[src/rtl/fine_tdc_decoder.sv]
// -----------------------------------------------------------------------------
// fine_tdc_decoder
//
// Receiving end of the fine TDC delay line. Each clock the latched thermometer
// word from the delay line is registered. A rising edge on tap 0 marks a hit.
// Single-bit bubbles are removed with a 3-tap majority vote, and the cleaned word
// is converted to a binary ones-count (the fine code). Each hit is paired with
// the free-running coarse count that was current on the sampling edge. The
// {coarse,fine} timestamp is then presented on a valid/ready port.
//
// Parameters
//   STAGES    delay-line taps (width of i_thermo, bit 0 = first tap)
//   COARSE_W  coarse counter / o_ts_coarse width
//   FINE_W    o_ts_fine width, needs 2**FINE_W > STAGES
//
// Ports
//   i_clk        single clock (the fine_tdc stop clock)
//   i_reset      asynchronous active-high reset
//   i_thermo     latched thermometer word from fine_tdc
//   i_arm        level enable for hit capture
//   i_ts_ready   downstream accepts the current timestamp
//   o_ts_valid   timestamp valid
//   o_ts_coarse  coarse count at the sampling edge of the hit
//   o_ts_fine    bubble-corrected ones-count, 0..STAGES
//   o_overflow   sticky flag: at least one hit was dropped while holding
//   o_busy       high while armed or holding a timestamp
// -----------------------------------------------------------------------------
module fine_tdc_decoder #(
  parameter int STAGES   = 12,
  parameter int COARSE_W = 16,
  parameter int FINE_W   = 4
) (
  input  logic                i_clk,
  input  logic                i_reset,
  input  logic [STAGES-1:0]   i_thermo,
  input  logic                i_arm,
  input  logic                i_ts_ready,
  output logic                o_ts_valid,
  output logic [COARSE_W-1:0] o_ts_coarse,
  output logic [FINE_W-1:0]   o_ts_fine,
  output logic                o_overflow,
  output logic                o_busy
);

  typedef enum logic [1:0] {
    IDLE  = 2'd0,
    ARMED = 2'd1,
    HOLD  = 2'd2
  } state_t;

  state_t r_state;
  state_t w_nextState;

  logic [COARSE_W-1:0] r_coarseCnt;

  logic [STAGES-1:0]   r_thermoQ;
  logic [COARSE_W-1:0] r_coarseQ;
  logic                r_prevBit0;

  logic [FINE_W-1:0]   r_fineP;
  logic [COARSE_W-1:0] r_coarseP;
  logic                r_hitP;

  logic                r_tsValid;
  logic [COARSE_W-1:0] r_tsCoarse;
  logic [FINE_W-1:0]   r_tsFine;
  logic                r_overflow;

  logic                w_hit;
  logic [STAGES+1:0]   w_thermoExt;
  logic [STAGES-1:0]   w_corr;
  logic [FINE_W-1:0]   w_fine;
  logic                w_handshake;
  logic                w_loadTs;
  logic                w_clearValid;
  logic                w_setOverflow;
  logic                w_clearOverflow;

  // Free-running coarse time base; wraps naturally at 2**COARSE_W.
  always_ff @(posedge i_clk or posedge i_reset) begin
    if (i_reset) begin
      r_coarseCnt <= '0;
    end else begin
      r_coarseCnt <= r_coarseCnt + 1'b1;
    end
  end

  // First stage: register the delay-line word with the coarse count of the same
  // edge (pre-increment), and remember tap 0 of the previous sample for edge detect.
  always_ff @(posedge i_clk or posedge i_reset) begin
    if (i_reset) begin
      r_thermoQ  <= '0;
      r_coarseQ  <= '0;
      r_prevBit0 <= 1'b0;
    end else begin
      r_thermoQ  <= i_thermo;
      r_coarseQ  <= r_coarseCnt;
      r_prevBit0 <= r_thermoQ[0];
    end
  end

  // A hit is the cycle in which the start edge first reaches tap 0.
  assign w_hit = r_thermoQ[0] & ~r_prevBit0;

  // Bubble removal: each tap takes the majority of itself and its neighbours.
  // Below tap 0 the line is treated as filled (1), above the last tap as empty (0),
  // so the ends of a clean thermometer code are left untouched.
  always_comb begin
    w_thermoExt = {1'b0, r_thermoQ, 1'b1};
    w_corr      = '0;
    for (int i = 0; i < STAGES; i++) begin
      w_corr[i] = (w_thermoExt[i]   & w_thermoExt[i+1]) |
                  (w_thermoExt[i]   & w_thermoExt[i+2]) |
                  (w_thermoExt[i+1] & w_thermoExt[i+2]);
    end
  end

  // Ones-count of the corrected word gives the fine code.
  always_comb begin
    w_fine = '0;
    for (int i = 0; i < STAGES; i++) begin
      w_fine = w_fine + FINE_W'(w_corr[i]);
    end
  end

  // Second stage: register the fine code, coarse value and hit flag together.
  always_ff @(posedge i_clk or posedge i_reset) begin
    if (i_reset) begin
      r_fineP   <= '0;
      r_coarseP <= '0;
      r_hitP    <= 1'b0;
    end else begin
      r_fineP   <= w_fine;
      r_coarseP <= r_coarseQ;
      r_hitP    <= w_hit;
    end
  end

  // Capture FSM state register.
  always_ff @(posedge i_clk or posedge i_reset) begin
    if (i_reset) begin
      r_state <= IDLE;
    end else begin
      r_state <= w_nextState;
    end
  end

  assign w_handshake = r_tsValid & i_ts_ready;

  // Next-state logic. A handshake that coincides with a new hit keeps us in
  // HOLD so back-to-back timestamps flow without a bubble cycle.
  always_comb begin
    w_nextState = r_state;
    case (r_state)
      IDLE: begin
        if (i_arm) w_nextState = ARMED;
      end
      ARMED: begin
        if (r_hitP)      w_nextState = HOLD;
        else if (!i_arm) w_nextState = IDLE;
      end
      HOLD: begin
        if (w_handshake && !r_hitP) w_nextState = i_arm ? ARMED : IDLE;
      end
      default: w_nextState = IDLE;
    endcase
  end

  // Output decode: control strobes for the timestamp and overflow registers.
  always_comb begin
    w_loadTs        = 1'b0;
    w_clearValid    = 1'b0;
    w_setOverflow   = 1'b0;
    w_clearOverflow = 1'b0;
    case (r_state)
      IDLE: begin
        w_clearOverflow = i_arm;
      end
      ARMED: begin
        w_loadTs = r_hitP;
      end
      HOLD: begin
        w_loadTs      = w_handshake & r_hitP;
        w_clearValid  = w_handshake & ~r_hitP;
        w_setOverflow = ~w_handshake & r_hitP;
      end
      default: begin
        w_clearValid = 1'b1;
      end
    endcase
  end

  // Timestamp and overflow registers driven by the FSM strobes.
  always_ff @(posedge i_clk or posedge i_reset) begin
    if (i_reset) begin
      r_tsValid  <= 1'b0;
      r_tsCoarse <= '0;
      r_tsFine   <= '0;
      r_overflow <= 1'b0;
    end else begin
      if (w_loadTs) begin
        r_tsValid  <= 1'b1;
        r_tsCoarse <= r_coarseP;
        r_tsFine   <= r_fineP;
      end else if (w_clearValid) begin
        r_tsValid  <= 1'b0;
      end
      if (w_clearOverflow) begin
        r_overflow <= 1'b0;
      end else if (w_setOverflow) begin
        r_overflow <= 1'b1;
      end
    end
  end

  assign o_ts_valid  = r_tsValid;
  assign o_ts_coarse = r_tsCoarse;
  assign o_ts_fine   = r_tsFine;
  assign o_overflow  = r_overflow;
  assign o_busy      = (r_state != IDLE);

endmodule
[config.mk]
export PLATFORM = sky130hd
export DESIGN_NAME = fine_tdc_decoder
export DESIGN_NICKNAME = d
export VERILOG_FILES = /design/src/rtl/fine_tdc_decoder.sv
export SDC_FILE = /design/constraint.sdc
export NUM_CORES = 1
export LEC_CHECK = 0
export CAP_MARGIN = 20
export CORE_ASPECT_RATIO = 0.5
export CORE_MARGIN = 3
export CORE_UTILIZATION = 29
export DETAILED_ROUTE_END_ITERATION = 6
export SLEW_MARGIN = 40
export SYNTH_ARGS = -nofsm -noshare
export SYNTH_HDL_FRONTEND = slang
export SYNTH_SLANG_ARGS = --single-unit
[constraint.sdc]
create_clock -name i_clk -period 3.3 [get_ports i_clk]
set_input_delay 0.495 -clock i_clk [delete_from_list [all_inputs] [get_ports i_clk]]
set_output_delay 0.495 -clock i_clk [all_outputs]
set_load 0.1 [all_outputs]
==> flow_metrics.env <==
export IMPL_floorplan_initialDensity_pct=30.7
export IMPL_final_hold_fails=0
export IMPL_cp_slowest_cell="fa_1"
export IMPL_r2r_end="r_fineP[1]"
export IMPL_n_fill_cell=1081
export IMPL_timing_critical_path_slowest_cell_delay_ns=0.54
export IMPL_startpoint="r_thermoQ[1]"
export IMPL_max_slew_margin_pct=61.1
export IMPL_r2r_start="r_thermoQ[1]"
export IMPL_use_met2_pct=15.2
export IMPL_multi_input_gate_area_in_the_final_layout_mm2=0.00117
export IMPL_cts_root_buffer="clkbuf_16"
export IMPL_die_h_um=83.5
export IMPL_holdBufCountCts=0
export IMPL_r2r_setup_slack_ns=-0.29
export IMPL_gr_usage_met3_pct=3.72
export IMPL_nets=309
export IMPL_post_synth_instance_area_mm2=0.00349
export IMPL_dp_cells=424
export IMPL_yosys_most_used_dff="dfrtp_1"
export IMPL_insertedDiodeCount=0
export IMPL_core_region_area_mm2=0.0114
export IMPL_via_count=1787
export IMPL_grt_use_total_pct=9.05
export IMPL_drt_iter0_drc=60
export IMPL_most_frequent_cells_in_the_layout="90 x dfrtp_1, 20 x mux2_4, 19 x buf_2, 15 x inv_1, 15 x clkdlybuf4s50_1"
export IMPL_min_path_type="reg -> reg"
export IMPL_worst_path_dominant_cell_family="adder cells"
export IMPL_layout_commonest_cell="dfrtp_1"
export IMPL_detail_route_antenna_nets=0
export IMPL_die_area_mm2=0.0135
export IMPL_worst_setup_path_start_kind="flip-flop"
export IMPL_ys_async_sr_fraction_pct=100
export IMPL_via_count_of_the_first_global_routing_pass=1969
export IMPL_fmaxAchievable_mhz=278
export IMPL_ir_worst_vdd_mv=0.342
export IMPL_area_growth_syn_to_layout_pct=24.9
export IMPL_worst_endpoint_required_ns=3.54
export IMPL_min_period_ns=3.59
export IMPL_worstPathMaxFanout=3
export IMPL_drt_pass1_iter_count=4
export IMPL_use_met1_pct=9.93
export IMPL_layout_setup_ws_ns=-0.294
export IMPL_numCtsBuffers=9
export IMPL_tns_ns=-0.738
export IMPL_netlist_instances=220
export IMPL_clk_latency_ns=0.34
export IMPL_gp_congestion=0.744
export IMPL_ff_latch_count_synth=90
export IMPL_antenna_found_initial=0
export IMPL_pre_cts_slack_ns=-0.396
export IMPL_failing_checks="setup timing"
export IMPL_avgSynthCellArea_um2=15.8
export IMPL_totalPowerFinal_w=0.00242
export IMPL_grt_setup_unrepaired="true"
export IMPL_clk_pin_slew_worst_paths_ns=0.07
export IMPL_outcome="finished with violations"
export IMPL_wire_per_inst_um=12.1
export IMPL_post_synth_num_cell_types=32
export IMPL_area_used_by_sequential_logic_in_the_layout_mm2=0.00225
export IMPL_worstPathCellList="a21oi_1, or2_4, fa_1, inv_1, fa_1, fa_1, inv_2, fa_2, inv_2, ha_4, inv_2, fa_2, inv_1"
export IMPL_hold_path_cell_count=0
export IMPL_timing_hold_ws_ns=0.346
export IMPL_io_pins=39
export IMPL_globalRouteOverflowTotal=0
export IMPL_synth_seq_area_share_pct=64.6
export IMPL_report_final_slew_viol_count=0
export IMPL_post_route_clock_period_utilization_pct=109
export IMPL_worst_ep_arrival_time_ns=3.83
export IMPL_end_kind="flip-flop"
export IMPL_placement_io_buffers=38
export IMPL_layoutNonFillerInstCount=441
export IMPL_worst_hold_path_endpoint="r_coarseP[14]"
export IMPL_yosysWarnings=0
export IMPL_power_per_cell_area_mw_per_mm2=556
export IMPL_route_final_wire_length_mm=5.32
export IMPL_clockBufferDepth=2
export IMPL_total_leakage_power_nw=2.10
export IMPL_final_layout_size_suffix_gt1_share_pct=32.3
export IMPL_htree_num_levels=3
export IMPL_route_detailed_drc=0
export IMPL_cts_tree="built"
export IMPL_cap_violations=0
export IMPL_grt_start_max_net_pins=48
export IMPL_grt_pass1_wl_mm=9.49
export IMPL_avgViaCountPerCell=4.05
export IMPL_dp_hpwl_mm=3.71
export IMPL_top_usage_layer="met2"
export IMPL_ws_path_type="reg -> reg"
export IMPL_worst_margin_slew_ns=0.584
export IMPL_worst_hold_startpoint="r_coarseQ[14]"
export IMPL_final_setup_viol_count=3
export IMPL_die_x_um=161
export IMPL_num_rows=27
export IMPL_worst_r2r_cell_count=13
export IMPL_number_of_enable_type_register_cells_in_the_synthesized_netlist=0
export IMPL_cts_num_sinks=90
export IMPL_mappedNetlistNets=252
export IMPL_worst_clock_skew_ns=0.00747
export IMPL_path_buf_inv=5
## sequential cells by signal, summed over array words and instances (netlist names)
register / count
r_coarseQ: 16
o_ts_valid: 1
o_ts_fine: 4
r_fineP: 4
r_coarseCnt: 16
r_state: 2
r_coarseP: 16
r_prevBit0: 1
o_ts_coarse: 16
r_hitP: 1
r_thermoQ: 12
o_overflow: 1
## where the power goes
part / internal, W / switching (W)
registers: 0.00114 / 0.0000134
logic: 0.000144 / 0.000144
clock network: 0.000530 / 0.000452
total: 0.00181 / 0.000610
## through the flow
step | utilization, % | area [um2]
global route | 38.4 | 4350
floorplan | - | 3500
CTS | 38.3 | 4350
global placement | 36.4 | 4130
finish | 38.4 | 4350
detailed placement | 35.5 | 4030
## worst max-delay path by stage
stage,cells past startpoint,to
floorplan,11,r_fineP[1]
global placement,11,r_fineP[1]
detailed placement,11,r_fineP[1]
CTS,13,r_fineP[1]
global route,13,r_fineP[1]
finish,13,r_fineP[1]
## layout make-up
type,instances,area share (%)
Timing Repair Buffer,48,8.33
Tap cell,159,4.57
Sequential cell,90,51.7
Clock buffer,9,5.17
Inverter,19,1.70
Clock inverter,7,1.72
Multi-Input combinational cell,109,26.8
## Yosys cell counts, drive strengths merged, types with 2 or more instances
master	count	area, um2
dfrtp	90	2250
mux2	21	312
inv	19	71.3
ha	9	113
nand3	8	52.6
xor2	8	70.1
fa	7	140
maj3	7	70.1
xnor2	7	61.3
nand2	5	18.8
a21o	4	30.0
nor2	4	17.5
nor3	4	20.0
nor4	4	58.8
a21oi	3	15.0
nand3b	3	22.5
nand4	3	48.8
o21ai	3	15.0
a31oi	2	12.5
buf	2	22.5
## cell families after synthesis
| logic type | Yosys count | synth area share (%) |
|---|---|---|
| DFF | 90 | 64.6 |
| xor gates and xnor gates | 15 | 3.77 |
| and+or+nand+nor | 35 | 7.68 |
| adders and majority gates | 23 | 9.26 |
| buffers and inverters | 21 | 2.69 |
| muxes | 22 | 9.22 |
| AOI/OAI and AO/OA | 14 | 2.76 |
## per-layer routing
metal	up-vias	share of wire, %
met1	901	42
li1	855	-
met3	10	4.1
met5	-	0
met4	0	2.3
met2	21	52
## what timing repair did
action | 4_1_cts | 5_1_grt
pin swaps | 5 | 0
endpoints found under the setup margin | 3 | 4
gates resized for setup | 3 | 1
setup buffers | 1 | 0
Power figures use the tool's default switching activity.
==> variant: new RTL, same settings <==
Put one more register stage on the output `o_overflow`, with the module's reset. The value now appears one clock later. The other outputs are not delayed to match.
--- a/src/rtl/fine_tdc_decoder.sv
+++ b/src/rtl/fine_tdc_decoder.sv
@@ -218,3 +218,9 @@
   assign o_ts_fine   = r_tsFine;
-  assign o_overflow  = r_overflow;
+  always_ff @(posedge i_clk or posedge i_reset) begin
+    if (i_reset) begin
+      o_overflow <= '0;
+    end else begin
+      o_overflow <= r_overflow;
+    end
+  end
   assign o_busy      = (r_state != IDLE);
Function: changed (a bounded check fails within 10 cycles, from zero or initial values and one cycle with i_reset high).
==> variant against the unedited design <==
- the flow still finishes with violations (setup timing)
- final cell count down 0.23%
- cell area down 0.34%
- via count up 1.7%
- setup slack worse by 0.037 ns
- clock skew down 0.0017 ns
- fmax down 1.0%
- critical endpoint unchanged
- power down 1.6%
- sequential cell count up 1
- synthesized area up 0.72%
- routed wire length up 8.1%
==> variant: results (changes against the unedited design) <==
** STA
- The slack of the critical path is -0.332 ns (was -0.294 ns).
- The final clock skew came to 0.00578 ns (was 0.00747 ns).
- Worst hold-check slack :: 0.348 ns (was 0.346 ns)
- The total setup violations reported at the end of the flow came to 3 (unchanged).
- Transition time of the tightest slew-check pin :: 0.494 ns (was 0.584 ns)

** Worst setup path
- For this run, the slowest stage of the critical path takes 0.55 ns.
- Crit path arrival time :: 3.86 ns (was 3.83 ns)
- The start point of the critical path is r_thermoQ[0] (was r_thermoQ[1]).
- CP Max Fanout :: 4 (was 3)

** Placed design
- Area post-placement :: 0.00405 mm² (was 0.00403 mm²)
- Final GP Congestion :: 0.750 (was 0.744)
- Placement Setup Slack :: -0.409 ns (was -0.396 ns)
- DP HPWL :: 4050 µm (was 3710 µm)

** Routing
- Total via count in the routed design :: 1818 (was 1787)
- The detailed-routing wirelength on met1 is 2480 µm (was 2220 µm).
- Routed wire length on met2 :: 2980 µm (was 2760 µm)
- The detailed router's first-iteration violation count is 83 (was 60).
- Total length of routed wires :: 5750 µm (was 5320 µm)
- Met3 routed WL :: 205 µm (was 219 µm)
- Highest routed metal layer :: met4 (unchanged)

** Synth
- Synth area leaders :: sky130_fd_sc_hd__dfrtp_1 65%, sky130_fd_sc_hd__mux2_4 8.6%, sky130_fd_sc_hd__fa_1 4.0% (unchanged)
- The synthesized net count came to 253 (was 252).
- Synth cell count leaders :: 91 x sky130_fd_sc_hd__dfrtp_1, 20 x sky130_fd_sc_hd__mux2_4, 19 x sky130_fd_sc_hd__inv_1 (was 90 x sky130_fd_sc_hd__dfrtp_1, 20 x sky130_fd_sc_hd__mux2_4, 19 x sky130_fd_sc_hd__inv_1)
- The sequential fraction of the synthesis area is 0.649 (was 0.646).
- Average cell area after synthesis :: 15.9 µm² (was 15.8 µm²)

** Power and ir drop
- The net switching power figure was 578 µW (was 610 µW).
- Int Pwr :: 1810 µW (about the same)
- The cell leakage power was 0.00209 µW (was 0.00210 µW).
- VDD IR-drop max :: 0.000248 V (was 0.000342 V)
- The combinational fraction of design power is 0.117 (was 0.119).

** Global routing
- The number of global-route vias before repair is 2017 (was 1969).
- The met2 layer usage reported by global route came to 0.157 (was 0.152).
- The largest net degree at the start of global routing was 52 (was 48).
- The wire length of the first global-routing pass came to 10100 µm (was 9490 µm).
- The met3 track utilization from global routing came to 0.0352 (was 0.0372).
- The met1 usage in global routing came to 0.112 (was 0.0993).

** Clocking
- Post-CTS setup buffers :: 0 (was 1)
- Count of instances resized after the clock tree is built :: 5 (was 3)

** Finish
- The final net count is 308 (was 309).
- The ratio of cells with drive above 1 in the final layout is 0.320 (was 0.323).
- The number of standard cells in the final layout excluding fillers came to 440 (was 441).

** Run status
- Outcome: finished, violations left (unchanged).
- Violated checks: setup timing (unchanged).

** Worst hold path
- Source of the worst hold timing path :: r_coarseQ[0] (was r_coarseQ[14])
variant: cell families (layout without fill, tap and decap cells):
family / Yosys count / count (layout) / share of synthesized area
buffers and inverters: 21 / 81 / 0.0267
AO/OA/AOI/OAI: 14 / 14 / 0.0274
multiplexers: 22 / 22 / 0.0916
flip-flops: 91 / 91 / 0.649
XOR/XNOR: 15 / 15 / 0.0374
AND/OR/NAND/NOR: 35 / 35 / 0.0763
adder cells (fa/ha/maj): 23 / 23 / 0.0919
variant: critical path, delay by kind of cell, from the launching register on:
family | cells | cell delay, ns
adders and majority gates | 6 | 2.56
buffers and inverters | 5 | 0.25
DFF | 1 | 0.41
and+or+nand+nor | 2 | 0.30
variant: area by class of cell:
type                            instances  area, µm²  area share
Clock buffer                           10        229      0.0528
Clock inverter                          6       47.5      0.0110
Inverter                               19       76.3      0.0176
Multi-Input combinational cell        109       1170       0.270
Sequential cell                        91       2280       0.525
Tap cell                              159        199      0.0458
Timing Repair Buffer                   46        340      0.0784
